### src/rtl/dtw_path_reader.sv
// dtw_path_reader
// Reads the path words that the backtrace stage left in the DTW result SRAM,
// starting at a base address and moving to increasing addresses. Each word is
// decoded into a (test index, reference index) point and sent on a valid/ready
// stream. The DTW score comes from the first word only.
//
// Ports:
//   clk, nrst       clock and synchronous active-low reset
//   i_start         job start pulse, honoured only when idle
//   i_base_addr     address of the first path word, sampled with i_start
//   o_busy, o_done  job in progress / one-cycle end-of-job pulse
//   o_err           sticky error (pad bits set or count limit hit), cleared on start
//   o_sram_cen      SRAM read enable (one cycle per word)
//   o_sram_addr     SRAM read address
//   i_sram_rdata    SRAM read data, valid one cycle after o_sram_cen
//   o_valid         point valid
//   i_ready         point accepted when high with o_valid
//   o_tidx, o_ridx  decoded point
//   o_last          final point of the path
//   o_score         DTW distance from the first word
module dtw_path_reader #(
    parameter int unsigned ADDR_W  = 6,
    parameter int unsigned MAX_LEN = 63
) (
    input  logic              clk,
    input  logic              nrst,
    input  logic              i_start,
    input  logic [ADDR_W-1:0] i_base_addr,
    output logic              o_busy,
    output logic              o_done,
    output logic              o_err,
    output logic              o_sram_cen,
    output logic [ADDR_W-1:0] o_sram_addr,
    input  logic [31:0]       i_sram_rdata,
    output logic              o_valid,
    input  logic              i_ready,
    output logic [4:0]        o_tidx,
    output logic [4:0]        o_ridx,
    output logic              o_last,
    output logic [15:0]       o_score
);

    localparam int unsigned CntW = $clog2(MAX_LEN);
    localparam logic [CntW-1:0] CntLast = CntW'(MAX_LEN - 1);

    typedef enum logic [2:0] {
        StIdle,
        StReq,
        StCap,
        StSend,
        StDone
    } state_e;

    state_e            state_q, state_d;
    logic [ADDR_W-1:0] addr_q, addr_d;
    logic [CntW-1:0]   cnt_q, cnt_d;
    logic [4:0]        tidx_q, tidx_d;
    logic [4:0]        ridx_q, ridx_d;
    logic              last_q, last_d;
    logic              err_q, err_d;
    logic [15:0]       score_q, score_d;

    logic [4:0] rd_tidx;
    logic [4:0] rd_ridx;
    logic       pad_bad;
    logic       at_origin;
    logic       at_limit;

    assign rd_tidx   = i_sram_rdata[28:24];
    assign rd_ridx   = i_sram_rdata[20:16];
    assign pad_bad   = (|i_sram_rdata[31:29]) | (|i_sram_rdata[23:21]);
    assign at_origin = (rd_tidx == 5'd0) && (rd_ridx == 5'd0);
    assign at_limit  = (cnt_q == CntLast);

    always_comb begin
        state_d = state_q;
        addr_d  = addr_q;
        cnt_d   = cnt_q;
        tidx_d  = tidx_q;
        ridx_d  = ridx_q;
        last_d  = last_q;
        err_d   = err_q;
        score_d = score_q;

        o_busy      = (state_q != StIdle);
        o_done      = (state_q == StDone);
        o_sram_cen  = (state_q == StReq);
        o_valid     = (state_q == StSend);
        o_last      = (state_q == StSend) && last_q;
        o_sram_addr = addr_q;
        o_tidx      = tidx_q;
        o_ridx      = ridx_q;
        o_err       = err_q;
        o_score     = score_q;

        unique case (state_q)
            StIdle: begin
                if (i_start) begin
                    addr_d  = i_base_addr;
                    cnt_d   = '0;
                    err_d   = 1'b0;
                    state_d = StReq;
                end
            end
            StReq: begin
                state_d = StCap;
            end
            StCap: begin
                tidx_d = rd_tidx;
                ridx_d = rd_ridx;
                if (cnt_q == '0) begin
                    score_d = i_sram_rdata[15:0];
                end
                last_d = at_origin || at_limit;
                // Running out of words before reaching (0,0) means a broken path.
                if (pad_bad || (at_limit && !at_origin)) begin
                    err_d = 1'b1;
                end
                state_d = StSend;
            end
            StSend: begin
                if (i_ready) begin
                    if (last_q) begin
                        state_d = StDone;
                    end else begin
                        addr_d  = addr_q + ADDR_W'(1);
                        cnt_d   = cnt_q + CntW'(1);
                        state_d = StReq;
                    end
                end
            end
            StDone: begin
                state_d = StIdle;
            end
            default: begin
                state_d = StIdle;
            end
        endcase
    end

    always_ff @(posedge clk) begin
        if (!nrst) begin
            state_q <= StIdle;
            addr_q  <= '0;
            cnt_q   <= '0;
            tidx_q  <= '0;
            ridx_q  <= '0;
            last_q  <= 1'b0;
            err_q   <= 1'b0;
            score_q <= '0;
        end else begin
            state_q <= state_d;
            addr_q  <= addr_d;
            cnt_q   <= cnt_d;
            tidx_q  <= tidx_d;
            ridx_q  <= ridx_d;
            last_q  <= last_d;
            err_q   <= err_d;
            score_q <= score_d;
        end
    end

endmodule

### config.mk
export PLATFORM = sky130hd
export DESIGN_NAME = dtw_path_reader
export DESIGN_NICKNAME = d
export VERILOG_FILES = /design/src/rtl/dtw_path_reader.sv
export SDC_FILE = /design/constraint.sdc
export NUM_CORES = 1
export LEC_CHECK = 0
export CORE_MARGIN = 3
export CORE_UTILIZATION = 62
export DETAILED_ROUTE_END_ITERATION = 10
export DONT_BUFFER_PORTS = 1
export HOLD_SLACK_MARGIN = 0.03
export PLACE_DENSITY = 0.78
export SLEW_MARGIN = 10
export SYNTH_ARGS = -nofsm -noshare
export SYNTH_HDL_FRONTEND = slang
export SYNTH_SLANG_ARGS = --single-unit
export TNS_END_PERCENT = 50
### constraint.sdc
create_clock -name clk -period 2 [get_ports clk]
set_input_delay 0.4 -clock clk [delete_from_list [all_inputs] [get_ports clk]]
set_output_delay 0.4 -clock clk [all_outputs]
set_load 0.02 [all_outputs]
**Word level (Yosys, flattened, before mapping)**

Index checks and enable logic that the tools add are counted.
W data, S select, Z words.

- $add $sub $neg: 2
- Equal/unequal tests: 9
- Mux-type cells: 15
- Bitwise logic cells: 1
- Reductions and logical operators: 19

Operator list:

| cell | count |
|---|---|
| $mux W6 | 6 |
| $pmux W6 S2 | 2 |
| $add A6 B1 Y6 const B | 2 |
| $pmux W3 S4 | 1 |
| $logic_not A5 Y1 | 2 |
| $mux W3 | 3 |
| $eq A3 B2 Y1 const B | 2 |
| $eq A6 B6 Y1 const B | 1 |
| $logic_not A6 Y1 | 1 |
| $ne A2 B2 Y1 const B | 3 |
| $reduce_or A3 Y1 | 2 |
| $reduce_and A2 Y1 | 2 |
| $reduce_and A4 Y1 | 1 |
| $reduce_bool A2 Y1 | 2 |
| $eq A3 B1 Y1 const B | 1 |
| $eq A3 B3 Y1 const B | 1 |
| $logic_and A1 B1 Y1 | 3 |
| $logic_not A3 Y1 | 1 |
| $reduce_and A3 Y1 | 1 |
| $reduce_bool A3 Y1 | 1 |
| $logic_or A1 B1 Y1 | 2 |
| $mux W1 | 2 |
| $ne A2 B1 Y1 const B | 1 |
| $pmux W1 S2 | 1 |
| other kinds (2) | 2 |

- Flip-flop bits (word level): 43
- Logic and storage cells: 54

**Longest topological paths before layout**

- Depth after elaboration: 7
- Gate-level depth with buffers: 7

**Worst setup path after synthesis**

Ideal clock, no wire load.

- Path type: reg2out
- Start: register state_q[1]
- End: output o_last
- Data arrival time: 1.174 ns
- Setup slack: 0.426 ns
- Stages on the path, launching flop included: 5
- Buffers on the path: 1
- Cell sequence: dfxtp_1 buf_2 nand3b_1 inv_1 and2_1

- Cells in the longest elaborated chain, start to end: 2

Ends and longest elaborated chain:

| element | RTL line | RTL |
|---|---|---|
| start: declaration | 54 | `state_e state_q, state_d;` |
| start signal: assignment | 143 | `state_q <= StIdle;` |
| start signal: assignment | 152 | `state_q <= state_d;` |
| $eq A3 B2 Y1 | n/a |  |
| via o_valid | 35 | `output logic o_valid,` |
| $logic_and A1 B1 Y1 | 89 | `o_last = (state_q == StSend) && last_q;` |
| end: declaration | 39 | `output logic o_last,` |

The timed path passes the listed nets, and every way through them passes these cells.

**Worst setup path in the final report**

- Start: register state_q[2]
- End: output o_last

- Cells in the longest elaborated chain, start to end: 2

Ends and longest elaborated chain:

| element | RTL line |
|---|---|
| $eq A3 B2 Y1 | 89 |
| $logic_and A1 B1 Y1 | 89 |

No other way between the ends.

==> impl_metrics.py <==
metrics = {
    "min_path": {
        "min_path_type": "in2reg",
    },
    "detailed_routing": {
        "first_pass_iters": 4,
        "vias": 1644,
        "drc": 0,
        "postRouteAntennaNets": 0,
        "wirelength_mm": 4.275,
        "wl_per_cell_microns": 15.00,
        "drtIter0Drc": 47,
        "viasPerCell": 5.768,
    },
    "final_layout": {
        "final_nets": 288,
        "antenna_cells": 0,
        "syn_to_final_growth_pct": 7.230,
        "drive_gt1_frac": 0.1029,
        "nFillCells": 230,
        "final_area_sq_mm": 0.002097,
    },
    "power": {
        "leakage_nw": 0.7440,
        "power_density_mw_per_mm2": 924.9,
        "vdd_ir_drop_max_v": 0.0005929,
    },
    "placement": {
        "gp_congestion": 0.7867,
        "hpwlAfterDp_mm": 3.102,
        "dpl_cell_area_sq_mm": 0.001987,
        "place_ws_ns": 0.1739,
        "portBuffers": 0,
    },
    "timing": {
        "setup_viol": 0,
        "whs_ns": 0.1689,
        "hold_violations": 0,
        "period_share": 0.9379,
        "clock_skew_ns": 0.01128,
        "fin_tns_setup_ns": 0,
        "rsz0062_at_grt": "false",
        "fmax_mhz": 533.1,
        "period_needed_ns": 1.876,
        "tightest_slew_ns": 0.5689,
        "drv_slew": 0,
        "worst_slack_ns": 0.1242,
        "slew_headroom": 0.6197,
    },
    "global_route": {
        "grt_pass1_vias": 1623,
        "grt_pass1_wl_mm": 7.245,
        "grt_usage": 0.2260,
        "antenna_found_initial": 0,
        "gr-total-overflow": 0,
        "grt_max_degree": 33,
    },
    "die": {
        "die-width_microns": 62.16,
        "rows": 19,
        "initial_core_util": 0.6799,
        "die_area_sq_mm": 0.003864,
        "coreArea_sq_mm": 0.002877,
        "io_pins": 80,
        "dieHeight_microns": 62.16,
    },
    "clock_network": {
        "cts_made_buffers": 5,
        "cts_hold_buf": 0,
        "clkSinkCount": 43,
        "cts_root_buffer": "clkbuf_4",
        "clock_path_buffers": 2,
        "cts_tree": "done",
        "cts_resized": 0,
        "cts_setup_buffers": 0,
        "clk_pin_slew_worst_paths_ns": 0.13,
        "h-tree-depth": 2,
        "insertion_delay_ns": 0.34,
    },
    "logic_synthesis": {
        "synth_area_sq_mm": 0.001956,
        "synth_nets": 289,
        "synthCells": 243,
        "synth-edff-count": 0,
        "yosysSeqAreaShare": 0.4402,
        "avgSynthCellArea_sq_um": 8.048,
        "post_synth_num_cell_types": 38,
        "async_flop_share": 0,
        "ys_warn_count": 0,
        "synth_seq_cells": 43,
        "synthFlopType": "dfxtp_1",
    },
    "setup_path": {
        "worstSetupStartpointType": "register",
        "reg2reg_slack_ns": 0.18,
        "required_ns": 1.60,
        "crit_type": "reg2out",
        "cp_max_fo": 10,
        "critPathArrivalTime_ns": 1.48,
        "critPathCaptureType": "primary output",
        "cpPeakStageDelay_ns": 0.36,
        "cp_slowest_cell": "dfxtp_1",
        "cp_cell_sequence": "buf_4 -> nand3b_1 -> inv_1 -> and2_1",
    },
    "outcome": {
        "status": "finished clean",
    },
    "job": {
        "drv_cap": 0,
    },
}
-- flip-flops by register name, summed over array words and instances, names as in the netlist --
signal       flops
o_ridx           5
o_tidx           5
cnt_q            6
o_err            1
o_score         16
o_sram_addr      6
state_q          3
last_q           1
-- layout by cell type (no fill, tap or decap) --
master,instances
a2111oi_4,3
a211oi_1,1
a21o_1,1
a21oi_1,38
a21oi_4,1
a311oi_1,2
a31o_2,1
a31oi_1,1
and2_1,2
and3_1,1
and3_2,1
buf_4,6
bufinv_16,2
clkbuf_4,5
clkinvlp_4,1
dfxtp_1,42
dfxtp_2,1
ha_1,4
inv_1,8
nand2_1,68
nand2b_1,2
nand3_1,6
nand3b_1,1
nand4b_2,1
nor2_1,14
nor2_2,1
nor3_1,6
nor3b_1,2
nor3b_2,1
nor4_1,4
o211a_1,1
o211ai_1,1
o21ai_0,2
o21ai_1,1
o31ai_1,1
o32ai_1,2
o41ai_1,1
or3_1,1
or3b_4,1
xnor2_1,5
-- cells by family (layout without fill, tap and decap cells) --
kind of cell | after synthesis | after routing | share of synthesized area
compound gates | 57 | 57 | 0.2060
xor+xnor | 5 | 5 | 0.02239
fa+ha+maj | 4 | 4 | 0.02559
buf+inv | 22 | 22 | 0.04926
flops | 43 | 43 | 0.4402
simple gates | 112 | 112 | 0.2566
-- power by group --
part           switching, mW  total, mW  internal, mW
Clock                  0.273      0.661         0.389
Combinational          0.151      0.241        0.0898
Sequential             0.121       1.04         0.917
-- cells in the mapped netlist, types with 2 or more instances --
cell / count / area share
ha_1: 4 / 0.026
o32ai_1: 2 / 0.0090
o21ai_0: 2 / 0.0051
a2111oi_4: 3 / 0.042
nor4_1: 4 / 0.013
nand2_1: 68 / 0.13
buf_2: 4 / 0.010
nand3_1: 6 / 0.015
clkbuf_1: 8 / 0.015
and3_1: 2 / 0.0064
nor3_1: 6 / 0.015
and2_1: 2 / 0.0064
nor2_1: 14 / 0.027
dfxtp_1: 43 / 0.44
nor3b_1: 2 / 0.0077
inv_1: 8 / 0.015
xnor2_1: 5 / 0.022
nand2b_1: 2 / 0.0064
a21oi_1: 38 / 0.097
a311oi_1: 2 / 0.0090
-- stage by stage --
step / util / std cells / total power [mW]
6_report: 0.7290 / 285 / 1.939
5_1_grt: 0.7290 / 285 / 2.040
4_1_cts: 0.7273 / 285 / 1.948
3_5_place_dp: 0.6907 / 277 / 1.291
3_3_place_gp: 0.6907 / 277 / 1.277
2_1_floorplan: - / 243 / 1.245
-- layer usage --
layer  global-route usage  vias up  wire (microns)
li1                     -      820               -
met1               0.2641      759            1791
met2               0.3790       60            2061
met3              0.08288        5             383
met4              0.08287        0              40
met5                    0        -               0
-- path summary, 6_finish.rpt --
check,startpoint,to,depth (start not counted)
worst max-delay path,state_q[2],o_last,4
worst min-delay path,i_sram_rdata[17],o_ridx[1],2
worst max register to register,state_q[0],o_sram_addr[0],4
worst min register to register,cnt_q[1],cnt_q[1],2
-- cell type report --
class	count	area [sq um]	area share
repair buffers	6	45.04	0.02148
inverters	8	30.03	0.01432
clock inverters	3	67.56	0.03222
multi-input cells	178	1002	0.4779
well taps	42	52.55	0.02506
clock buffers	5	37.54	0.01790
flip-flops and latches	43	862.1	0.4111
-- critical path, delay by kind of cell (launching register included) --
kind | cells | cell delay [ns]
flip-flops | 1 | 0.36
AND/OR/NAND/NOR | 2 | 0.48
buffers and inverters | 2 | 0.30
(Power assumes the default switching activity.)
